File: src/rtl/multimode_timer_pkg.sv
// Shared types and field limits for the min/sec/msec timer.
package multimode_timer_pkg;

  typedef enum logic [1:0] {
    IDLE,
    RUN,
    PAUSE,
    EXPIRED
  } state_t;

  localparam int MIN_W = 7;
  localparam int SEC_W = 6;
  localparam int MS_W  = 10;

  localparam logic [SEC_W-1:0] SEC_MAX = 6'd59;
  localparam logic [MS_W-1:0]  MS_MAX  = 10'd999;

endpackage

File: src/rtl/multimode_timer_if.sv
// Control buttons in, time/status out; master = button/display side, slave = timer.
interface multimode_timer_if;
  import multimode_timer_pkg::*;

  logic             start;
  logic             stop;
  logic             clear;
  logic             mode;
  logic             inc_min;
  logic             dec_min;
  logic             inc_sec;
  logic             dec_sec;
  logic [MIN_W-1:0] min;
  logic [SEC_W-1:0] sec;
  logic [MS_W-1:0]  msec;
  logic             running;
  logic             expired;
  logic             alarm;

  modport master (
    output start, stop, clear, mode, inc_min, dec_min, inc_sec, dec_sec,
    input  min, sec, msec, running, expired, alarm
  );

  modport slave (
    input  start, stop, clear, mode, inc_min, dec_min, inc_sec, dec_sec,
    output min, sec, msec, running, expired, alarm
  );

endinterface

File: src/rtl/multimode_timer_tick_gen.sv
// Prescaler producing a one-cycle 1 ms tick every CLK_PER_MS clocks while run is high.
module tick_gen #(
  parameter int CLK_PER_MS = 1000
) (
  input  logic clk,
  input  logic rst,
  input  logic run,
  input  logic clr,
  output logic tick
);

  localparam int CW = $clog2(CLK_PER_MS);
  localparam logic [CW-1:0] LAST = CW'(CLK_PER_MS - 1);

  logic [CW-1:0] cnt;

  // Free-running modulo counter; holds when run is low, clr wins over run.
  always_ff @(posedge clk) begin
    if (!rst || clr) begin
      cnt <= '0;
    end else if (run) begin
      cnt <= (cnt == LAST) ? '0 : cnt + 1'b1;
    end
  end

  assign tick = run && (cnt == LAST);

endmodule

File: src/rtl/multimode_timer.sv
// Countdown / count-up min:sec.msec timer with run/pause/clear, release-edge edits and timed alarm.
module multimode_timer
  import multimode_timer_pkg::*;
#(
  parameter int CLK_PER_MS = 1000,
  parameter int MAX_MIN    = 99,
  parameter int RST_MIN    = 15,
  parameter int ALARM_MS   = 10000
) (
  input logic clk,
  input logic rst,
  multimode_timer_if.slave bus
);

  localparam logic [MIN_W-1:0] MIN_TOP = MIN_W'(MAX_MIN);
  localparam logic [MIN_W-1:0] MIN_RST = MIN_W'(RST_MIN);
  localparam int AW = $clog2(ALARM_MS + 1);
  localparam logic [AW-1:0] ALARM_LAST = AW'(ALARM_MS - 1);

  state_t           state_q, state_d;
  logic [MIN_W-1:0] min_q, min_d;
  logic [SEC_W-1:0] sec_q, sec_d;
  logic [MS_W-1:0]  ms_q, ms_d;
  logic             mode_q, mode_d;
  logic             alarm_q, alarm_d;
  logic [AW-1:0]    acnt_q, acnt_d;
  logic [3:0]       prev_q;
  logic [3:0]       btn_cur;
  logic [3:0]       rel;
  logic             tick;
  logic             pre_run;
  logic             pre_clr;
  logic             time_zero;
  logic             time_full;

  assign btn_cur   = {bus.inc_min, bus.dec_min, bus.inc_sec, bus.dec_sec};
  assign rel       = prev_q & ~btn_cur;
  assign time_zero = (min_q == '0) && (sec_q == '0) && (ms_q == '0);
  assign time_full = (min_q == MIN_TOP) && (sec_q == SEC_MAX) && (ms_q == MS_MAX);

  // The prescaler is frozen on the stop edge itself so a pause never swallows a tick.
  assign pre_run = ((state_q == RUN) && !bus.stop) || (state_q == EXPIRED);
  assign pre_clr = bus.clear || (state_q == IDLE);

  tick_gen #(.CLK_PER_MS(CLK_PER_MS)) u_tick_gen (
    .clk  (clk),
    .rst  (rst),
    .run  (pre_run),
    .clr  (pre_clr),
    .tick (tick)
  );

  // Next-state, time arithmetic, edits and alarm timing; clear > stop > start > edit.
  always_comb begin
    state_d = state_q;
    min_d   = min_q;
    sec_d   = sec_q;
    ms_d    = ms_q;
    mode_d  = mode_q;
    alarm_d = alarm_q;
    acnt_d  = acnt_q;

    if (bus.clear) begin
      state_d = IDLE;
      min_d   = '0;
      sec_d   = '0;
      ms_d    = '0;
      alarm_d = 1'b0;
      acnt_d  = '0;
    end else begin
      case (state_q)
        IDLE, PAUSE: begin
          if (!bus.stop && bus.start) begin
            if (state_q == PAUSE) begin
              state_d = RUN;
            end else if (bus.mode || !time_zero) begin
              state_d = RUN;
              mode_d  = bus.mode;
            end
          end else if (!bus.stop && !bus.start) begin
            if (rel[3]) begin
              if (min_q < MIN_TOP) min_d = min_q + 1'b1;
              ms_d = '0;
            end else if (rel[2]) begin
              if (min_q != '0) min_d = min_q - 1'b1;
              ms_d = '0;
            end else if (rel[1]) begin
              sec_d = (sec_q == SEC_MAX) ? '0 : sec_q + 1'b1;
              ms_d  = '0;
            end else if (rel[0]) begin
              sec_d = (sec_q == '0) ? SEC_MAX : sec_q - 1'b1;
              ms_d  = '0;
            end
          end
        end

        RUN: begin
          if (bus.stop) begin
            state_d = PAUSE;
          end else if (tick) begin
            if (mode_q) begin
              if (time_full) begin
                state_d = EXPIRED;
                alarm_d = 1'b1;
                acnt_d  = '0;
              end else if (ms_q != MS_MAX) begin
                ms_d = ms_q + 1'b1;
              end else begin
                ms_d = '0;
                if (sec_q != SEC_MAX) begin
                  sec_d = sec_q + 1'b1;
                end else begin
                  sec_d = '0;
                  min_d = min_q + 1'b1;
                end
              end
            end else begin
              if (ms_q != '0) begin
                ms_d = ms_q - 1'b1;
              end else if (sec_q != '0) begin
                sec_d = sec_q - 1'b1;
                ms_d  = MS_MAX;
              end else if (min_q != '0) begin
                min_d = min_q - 1'b1;
                sec_d = SEC_MAX;
                ms_d  = MS_MAX;
              end
              // A tick landing on (or already at) zero ends the countdown.
              if ((min_d == '0) && (sec_d == '0) && (ms_d == '0)) begin
                state_d = EXPIRED;
                alarm_d = 1'b1;
                acnt_d  = '0;
              end
            end
          end
        end

        EXPIRED: begin
          if (bus.stop) begin
            alarm_d = 1'b0;
          end else if (alarm_q && tick) begin
            if (acnt_q == ALARM_LAST) alarm_d = 1'b0;
            else                      acnt_d  = acnt_q + 1'b1;
          end
        end

        default: state_d = IDLE;
      endcase
    end
  end

  // Registered state, time fields, alarm and button history.
  always_ff @(posedge clk) begin
    if (!rst) begin
      state_q <= IDLE;
      min_q   <= MIN_RST;
      sec_q   <= '0;
      ms_q    <= '0;
      mode_q  <= 1'b0;
      alarm_q <= 1'b0;
      acnt_q  <= '0;
      prev_q  <= '0;
    end else begin
      state_q <= state_d;
      min_q   <= min_d;
      sec_q   <= sec_d;
      ms_q    <= ms_d;
      mode_q  <= mode_d;
      alarm_q <= alarm_d;
      acnt_q  <= acnt_d;
      prev_q  <= btn_cur;
    end
  end

  assign bus.min     = min_q;
  assign bus.sec     = sec_q;
  assign bus.msec    = ms_q;
  assign bus.running = (state_q == RUN);
  assign bus.expired = (state_q == EXPIRED);
  assign bus.alarm   = alarm_q;

endmodule
File: src/flat_wrapper.sv
// flat-port wrapper written by rule: the top's interface ports become plain ports
module multimode_timer_flat import multimode_timer_pkg::*;
#(
  parameter int CLK_PER_MS = 1000,
  parameter int MAX_MIN    = 99,
  parameter int RST_MIN    = 15,
  parameter int ALARM_MS   = 10000
)
  (clk, rst, bus_start, bus_stop, bus_clear, bus_mode, bus_inc_min, bus_dec_min, bus_inc_sec, bus_dec_sec, bus_min, bus_sec, bus_msec, bus_running, bus_expired, bus_alarm);
  multimode_timer_if bus_i ();
  input logic clk;
  input logic rst;
  input wire logic [$bits(bus_i.start)-1:0] bus_start;
  input wire logic [$bits(bus_i.stop)-1:0] bus_stop;
  input wire logic [$bits(bus_i.clear)-1:0] bus_clear;
  input wire logic [$bits(bus_i.mode)-1:0] bus_mode;
  input wire logic [$bits(bus_i.inc_min)-1:0] bus_inc_min;
  input wire logic [$bits(bus_i.dec_min)-1:0] bus_dec_min;
  input wire logic [$bits(bus_i.inc_sec)-1:0] bus_inc_sec;
  input wire logic [$bits(bus_i.dec_sec)-1:0] bus_dec_sec;
  output wire logic [$bits(bus_i.min)-1:0] bus_min;
  output wire logic [$bits(bus_i.sec)-1:0] bus_sec;
  output wire logic [$bits(bus_i.msec)-1:0] bus_msec;
  output wire logic [$bits(bus_i.running)-1:0] bus_running;
  output wire logic [$bits(bus_i.expired)-1:0] bus_expired;
  output wire logic [$bits(bus_i.alarm)-1:0] bus_alarm;
  assign bus_i.start = bus_start;
  assign bus_i.stop = bus_stop;
  assign bus_i.clear = bus_clear;
  assign bus_i.mode = bus_mode;
  assign bus_i.inc_min = bus_inc_min;
  assign bus_i.dec_min = bus_dec_min;
  assign bus_i.inc_sec = bus_inc_sec;
  assign bus_i.dec_sec = bus_dec_sec;
  assign bus_min = bus_i.min;
  assign bus_sec = bus_i.sec;
  assign bus_msec = bus_i.msec;
  assign bus_running = bus_i.running;
  assign bus_expired = bus_i.expired;
  assign bus_alarm = bus_i.alarm;
  multimode_timer #(.CLK_PER_MS(CLK_PER_MS), .MAX_MIN(MAX_MIN), .RST_MIN(RST_MIN), .ALARM_MS(ALARM_MS)) u_core (.clk(clk), .rst(rst), .bus(bus_i));
endmodule
File: config.mk
export PLATFORM = sky130hd
export DESIGN_NAME = multimode_timer_flat
export DESIGN_NICKNAME = d
export VERILOG_FILES = /design/src/rtl/multimode_timer_pkg.sv /design/src/rtl/multimode_timer_if.sv /design/src/rtl/multimode_timer_tick_gen.sv /design/src/rtl/multimode_timer.sv /design/src/flat_wrapper.sv
export SDC_FILE = /design/constraint.sdc
export NUM_CORES = 1
export LEC_CHECK = 0
export BUFFER_PORTS_ARGS = -buffer_cell sky130_fd_sc_hd__buf_2
export CAP_MARGIN = 20
export CORE_MARGIN = 1
export CORE_UTILIZATION = 65
export CTS_CLUSTER_DIAMETER = 200
export DETAILED_ROUTE_END_ITERATION = 10
export GPL_TIMING_DRIVEN = 0
export PLACE_DENSITY = 0.86
export SLEW_MARGIN = 20
export SYNTH_ARGS = -nofsm -noshare
export SYNTH_HDL_FRONTEND = slang
export SYNTH_SLANG_ARGS = --single-unit
File: constraint.sdc
create_clock -name clk -period 4.9 [get_ports clk]
set_input_delay 0 -clock clk [delete_from_list [all_inputs] [get_ports clk]]
set_output_delay 0 -clock clk [all_outputs]
set_load 0.01 [all_outputs]
After elaboration in Yosys (flattened, before gate mapping) --
Cells that the tools add are included.
Word-level totals: output and inout bits 26, flip-flop bits (word level) 55
Operators by class: bitwise logic cells 5, $lt $le $gt $ge 1, equal/unequal tests 44, add/sub/neg operators 8, muxes and demuxes 92, reduce and logical (&&, ||, !) cells 42
Operator list (number):
- 2-to-1 mux 10 bit | 20
- 2-to-1 mux 7 bit | 19
- 2-to-1 mux 6 bit | 22
- 2-to-1 mux 14 bit | 8
- AND reduction 10 bit | 3
- one-hot mux 14 bit (2 select lines) | 1
- inequality test 3 bit (second input constant) | 7
- adder 10 x 1 -> 10 bit (second input constant) | 2
- equality test 10 bit (second input constant) | 2
- logical NOT 10 bit | 2
- inequality test 4 bit (second input constant) | 5
- one-hot mux 10 bit (2 select lines) | 1
- 2-to-1 mux 2 bit | 8
- inequality test 3 x 2 -> 1 bit (second input constant) | 5
- adder 14 x 1 -> 14 bit (second input constant) | 1
- equality test 14 bit (second input constant) | 1
- logical NOT 7 bit | 2
- one-hot mux 7 bit (2 select lines) | 1
- AND reduction 7 bit | 2
- logical NOT 6 bit | 2
- inequality test 2 bit (second input constant) | 6
- inequality test 3 x 1 -> 1 bit (second input constant) | 4
- one-hot mux 6 bit (2 select lines) | 1
- logical AND 1 bit | 11
- other kinds (34) | 56

Longest topological paths before layout --
depth in word-level cells 17, depth in mapped cells 14

Cells and area by module --
Synthesis repeated with hierarchy kept, for this count alone.
Second synthesis, totals: cells, all modules 583, area, all modules 4312.9 sq um
By module, submodules not included:
- multimode_timer | area each 3783.6 sq um, cells each 530, times used 1
- tick_gen | area each 529.3 sq um, cells each 53, times used 1

Least setup slack after synthesis --
OpenSTA, ideal clock, no wires.
path kind reg-to-reg, from reg u_core.min_q[1], in the netlist u_core.bus.min[1], to reg u_core.acnt_q[11], buffers on the path 2, setup time 0.068 ns, cell stages (with the launch flop) 13, arrival 3.015 ns, setup slack 1.818 ns, cells stage by stage dfxtp_1 clkbuf_1 inv_1 ha_1 or3b_4 or3_1 o31ai_1 o21ai_1 nor4b_4 a41oi_2 buf_6 or4_4 a21oi_2
Between the ends: cells in the longest elaborated chain, start to end 14
RTL lines:
- start, declared | RTL line multimode_timer.sv:21 | logic [MIN_W-1:0] min_q, min_d;
- start signal, assigned | RTL line multimode_timer.sv:165 | min_q <= min_d;
- subtractor 7 x 1 -> 7 bit or nonzero test 7 bit (tied branches) | RTL line multimode_timer.sv:124, multimode_timer.sv:123
- 2-to-1 mux 7 bit or 2-to-1 mux 6 bit (tied branches) | RTL line multimode_timer.sv:123 | end else if (min_q != '0) begin
- 2-to-1 mux 7 bit or 2-to-1 mux 6 bit (tied branches) | RTL line multimode_timer.sv:120 | end else if (sec_q != '0) begin
- 2-to-1 mux 7 bit or 2-to-1 mux 6 bit (tied branches) | RTL line multimode_timer.sv:118 | if (ms_q != '0) begin
- 2-to-1 mux 7 bit or 2-to-1 mux 6 bit (tied branches) | RTL line multimode_timer.sv:101 | if (mode_q) begin
- 2-to-1 mux 7 bit or 2-to-1 mux 6 bit (tied branches) | RTL line multimode_timer.sv:100 | end else if (tick) begin
- 2-to-1 mux 7 bit or 2-to-1 mux 6 bit (tied branches) | RTL line multimode_timer.sv:98 | if (bus.stop) begin
- 2-to-1 mux 7 bit or 2-to-1 mux 6 bit (tied branches) | RTL line multimode_timer.sv:71 | case (state_q)
- 2-to-1 mux 7 bit or 2-to-1 mux 6 bit (tied branches) | RTL line multimode_timer.sv:63 | if (bus.clear) begin
- logical NOT 7 bit or logical NOT 6 bit (tied branches) | RTL line multimode_timer.sv:129 | if ((min_d == '0) && (sec_d == '0) && (ms_d == '0)) begin
- logical AND 1 bit (2 in series) | RTL line multimode_timer.sv:129
- inequality test 3 x 1 -> 1 bit (no line)
- AND reduction 8 bit (no line) *
- end signal, assigned | RTL line multimode_timer.sv:170 | acnt_q <= acnt_d;
- end, declared | RTL line multimode_timer.sv:26 | logic [AW-1:0] acnt_q, acnt_d;
Every way passes the cells marked *; elsewhere a longest branch is shown, timed or not. The select of a mux whose other input is x is not followed. A chain may end at the register's enable or synchronous reset.

Final worst setup path --
from reg u_core.ms_q[0], in the netlist u_core.bus.msec[0], to reg u_core.acnt_q[1]
Between the ends: cells in the longest elaborated chain, start to end 12
RTL lines:
- start, declared | RTL line multimode_timer.sv:23 | logic [MS_W-1:0] ms_q, ms_d;
- start signal, assigned | RTL line multimode_timer.sv:167 | ms_q <= ms_d;
- branches (longest 11 deep; another with subtractor 10 x 1 -> 10 bit)
- AND reduction 8 bit (no line) *
Mark *: on every way between the ends. The select of a mux whose other input is x is not followed.

==> reports/metrics.cfg <==
[yosys]
ys_ff_latch = 55
synth_cell_type_count = 74
synth_top_family_by_area = simple AND/OR/NAND/NOR gates
synth-xor-area-share_pct = 4.37
synth_cells = 582
yosysTopAreaCell = dfxtp_1
yosysSeqAreaShare_pct = 26.2
synth_top_area_share_pct = 26.2
syn_avg_cell_area_sq_um = 7.23
synth_mux_area_share_pct = 1.25
synthAdderAreaFrac_pct = 2.97
mappedNetlistArea_sq_mm = 0.00421
ys.flop_type = dfxtp_1
postSynthNetCount = 602
ys_warn_count = 0
synth_simple_gate_area_share_pct = 33.2
synth-compound-area-share_pct = 25.7
synth_async_sr_flop_share_pct = 0
synth.area.top_cells = dfxtp_1 (26%), a21oi_1 (6.4%), nor2_1 (5.9%), nand2_1 (4.4%), o21ai_0 (4.3%)
synth_enable_flop_cells = 0

[pwr]
p_leak_nw = 1.69
ir_worst_vdd_v = 0.000159
total_power_w = 0.000931
powerDensity_mw_per_mm2 = 200

[hold_path]
hold_depth = 5
hold_class = input port to flip-flop
holdPathEnd = u_core.mode_q
min-delay-start = bus_start

[cells_and_area]
area_growth_pct = 10.3
insertedDiodeCount = 0
fill_cells = 484
finalNonFillerCells = 705
final_util_pct = 76.2
final_nets = 649
drive_gt1_share_pct = 11.9

[worst_setup_path]
crit_type = flip-flop to flip-flop
r2r_slack_ns = 1.08
critPathLaunchType = flip-flop
reg2reg_depth = 12
r2r_start = u_core.bus.msec[0]
cp_data_arrival_time_ns = 4.03
crit_required_ns = 5.10
rr_endpoint = u_core.acnt_q[1]
crit_fanout = 10
cp-end-kind = flip-flop

[routing]
drc_errors = 2
ant_nets = 0
drt_iter0_drc = 549
viasPerCell = 6.89
drtPass1Iterations = 11
routedWlPerCell_um = 18.3
vias = 4858
routed_wl_um = 12900

[clock_network]
clockBufferDepth = 2
ctsResizeCount = 0
cts_tree = done
numCtsBuffers = 5
hold_buffers = 6
clk_pin_slew_ns = 0.11
clk-insertion-delay-late_ns = 0.33
cts.sinks = 55
cts_setup_buffers = 0
cts_root_buf = clkbuf_8
h-tree-depth = 2

[floorplanning]
initial_core_util_pct = 69.0
boundaryPins = 36
rows = 28
die_h_um = 82.5
coreArea_sq_mm = 0.00610
die_area_sq_mm = 0.00680
die_w_um = 82.5

[status]
status = finished with violations
violations = design-rule violations

[place]
place_inst = 691
pre_cts_slack_ns = 1.23
port_buffers = 34
gp_congestion = 0.959
dp_hpwl_um = 9250

[grt]
grt_remaining_overflow = 0
antenna_found_initial = 0
gr-usage-all-layers_pct = 38.7
grt_max_degree = 18
grt_pass1_vias = 4259
grt_pass1_wl_um = 19900

[sta]
rsz0062_at_grt = false
setup_tns_ns = 0
setup_ws_ns = 1.08
maxSlewHeadroom_pct = 46.6
drv_slew = 0
finalHoldViolCount = 0
setup_viol = 0
max_freq_mhz = 262
min_period_ns = 3.82
finalClockSkew_ns = 0.00536
tightest_slew_ns = 0.798
finalCritPeriodShare_pct = 78.0

[run]
drv_cap = 0

## how the worst max path moves through the flow
stage	start	end	slack, ns	depth (start not counted)
6_report	u_core.bus.msec[0]	u_core.acnt_q[1]	1.08	12
5_1_grt	u_core.bus.msec[0]	u_core.acnt_q[1]	0.86	12
4_1_cts	u_core.bus.msec[0]	u_core.acnt_q[1]	1.20	12
3_5_place_dp	u_core.bus.msec[0]	u_core.acnt_q[1]	1.23	12
3_3_place_gp	u_core.bus.msec[0]	u_core.acnt_q[11]	1.32	12
2_1_floorplan	u_core.bus.min[1]	u_core.acnt_q[11]	1.82	12
## Yosys cell counts (4+ instances only)
cell type / n
nor2_1: 66
dfxtp_1: 55
a21oi_1: 54
nand2_1: 49
o21ai_0: 36
nand3_1: 27
clkbuf_1: 26
nor3_1: 24
inv_1: 19
and3_1: 15
or3_1: 14
xnor2_1: 13
nand4_1: 11
a31oi_1: 10
and2_1: 10
ha_1: 10
a211oi_1: 8
nor2b_1: 8
xor2_1: 8
nand2b_1: 7
o31ai_1: 7
buf_2: 6
o22ai_1: 6
a311oi_1: 5
or4_1: 5
buf_6: 4
nand3b_1: 4
nor3b_1: 4
or2_2: 4
## report_power, final
group / internal, W / total, W / switching, W
Clock: 0.000155 / 0.000325 / 0.000170
Sequential: 0.000453 / 0.000459 / 0.00000619
Combinational: 0.0000526 / 0.000147 / 0.0000941
## final cells by class
type                            instances  area (sq um)  share of cell area [%]
Timing Repair Buffer                   40           230                    4.96
Inverter                               21          78.8                    1.70
Buffer                                 39           188                    4.04
Clock inverter                          2          38.8                   0.835
Tap cell                               75          93.8                    2.02
Sequential cell                        55          1100                    23.7
Clock buffer                            6          72.6                    1.56
Multi-Input combinational cell        467          2840                    61.2
## state kept, by name, summed over array words and instances, names as in the netlist
register	cells
u_core.bus.sec	6
u_core.state_q	2
u_core.bus.min	7
u_core.u_tick_gen.cnt	10
u_core.acnt_q	14
u_core.bus.alarm	1
u_core.prev_q	4
u_core.bus.msec	10
u_core.mode_q	1
## metal layers
metal | up-vias | wire length, um | part of all wire [%] | global-route usage, %
met3 | 56 | 1280 | 9.9 | 8.13
li1 | 2229 | - | - | -
met1 | 2255 | 5220 | 40 | 49.4
met2 | 318 | 5980 | 46 | 62.1
met5 | - | 0 | 0 | 0
met4 | 0 | 423 | 3.3 | 17.9
## critical path: stages (launching register included)
cell and delay (ns):
dfxtp_1 0.36, clkbuf_1 0.24, inv_1 0.18, ha_1 0.20
nor3b_2 0.38, nand3_2 0.30, o31ai_1 0.47, nand3_1 0.12
nor3_1 0.40, a41oi_2 0.26, buf_6 0.20, o21ai_1 0.48
nor2_1 0.12
## per-stage QoR
| stage | instance area (sq um) | hold WS, ns |
|---|---|---|
| 2_1_floorplan | 4210 | 0.111 |
| 3_3_place_gp | 4470 | 0.222 |
| 3_5_place_dp | 4470 | 0.234 |
| 4_1_cts | 4640 | 0.140 |
| 5_1_grt | 4640 | 0.172 |
| 6_report | 4640 | 0.144 |
## kinds of logic after synthesis
| kind of cell | count (synthesis) |
|---|---|
| DFF | 55 |
| xor gates and xnor gates | 21 |
| AOI/OAI and AO/OA | 167 |
| adders and majority gates | 10 |
| and+or+nand+nor | 265 |
| muxes | 4 |
| buffers and inverters | 60 |
## cell usage in the layout (no fill, tap or decap), types with 7 or more instances in the layout
| cell | count |
|---|---|
| and2_1 | 10 |
| a211oi_1 | 8 |
| nor2_1 | 66 |
| o21ai_0 | 36 |
| nand3_1 | 27 |
| a21oi_1 | 54 |
| nor2b_1 | 8 |
| or3_1 | 14 |
| nor3_1 | 24 |
| ha_1 | 10 |
| clkbuf_1 | 27 |
| xnor2_1 | 13 |
| inv_1 | 19 |
| nand2_1 | 49 |
| o31ai_1 | 7 |
| nand4_1 | 11 |
| buf_2 | 40 |
| and3_1 | 15 |
| a31oi_1 | 10 |
| xor2_1 | 8 |
| dfxtp_1 | 55 |
| nand2b_1 | 7 |
(Power assumes the default switching activity.)
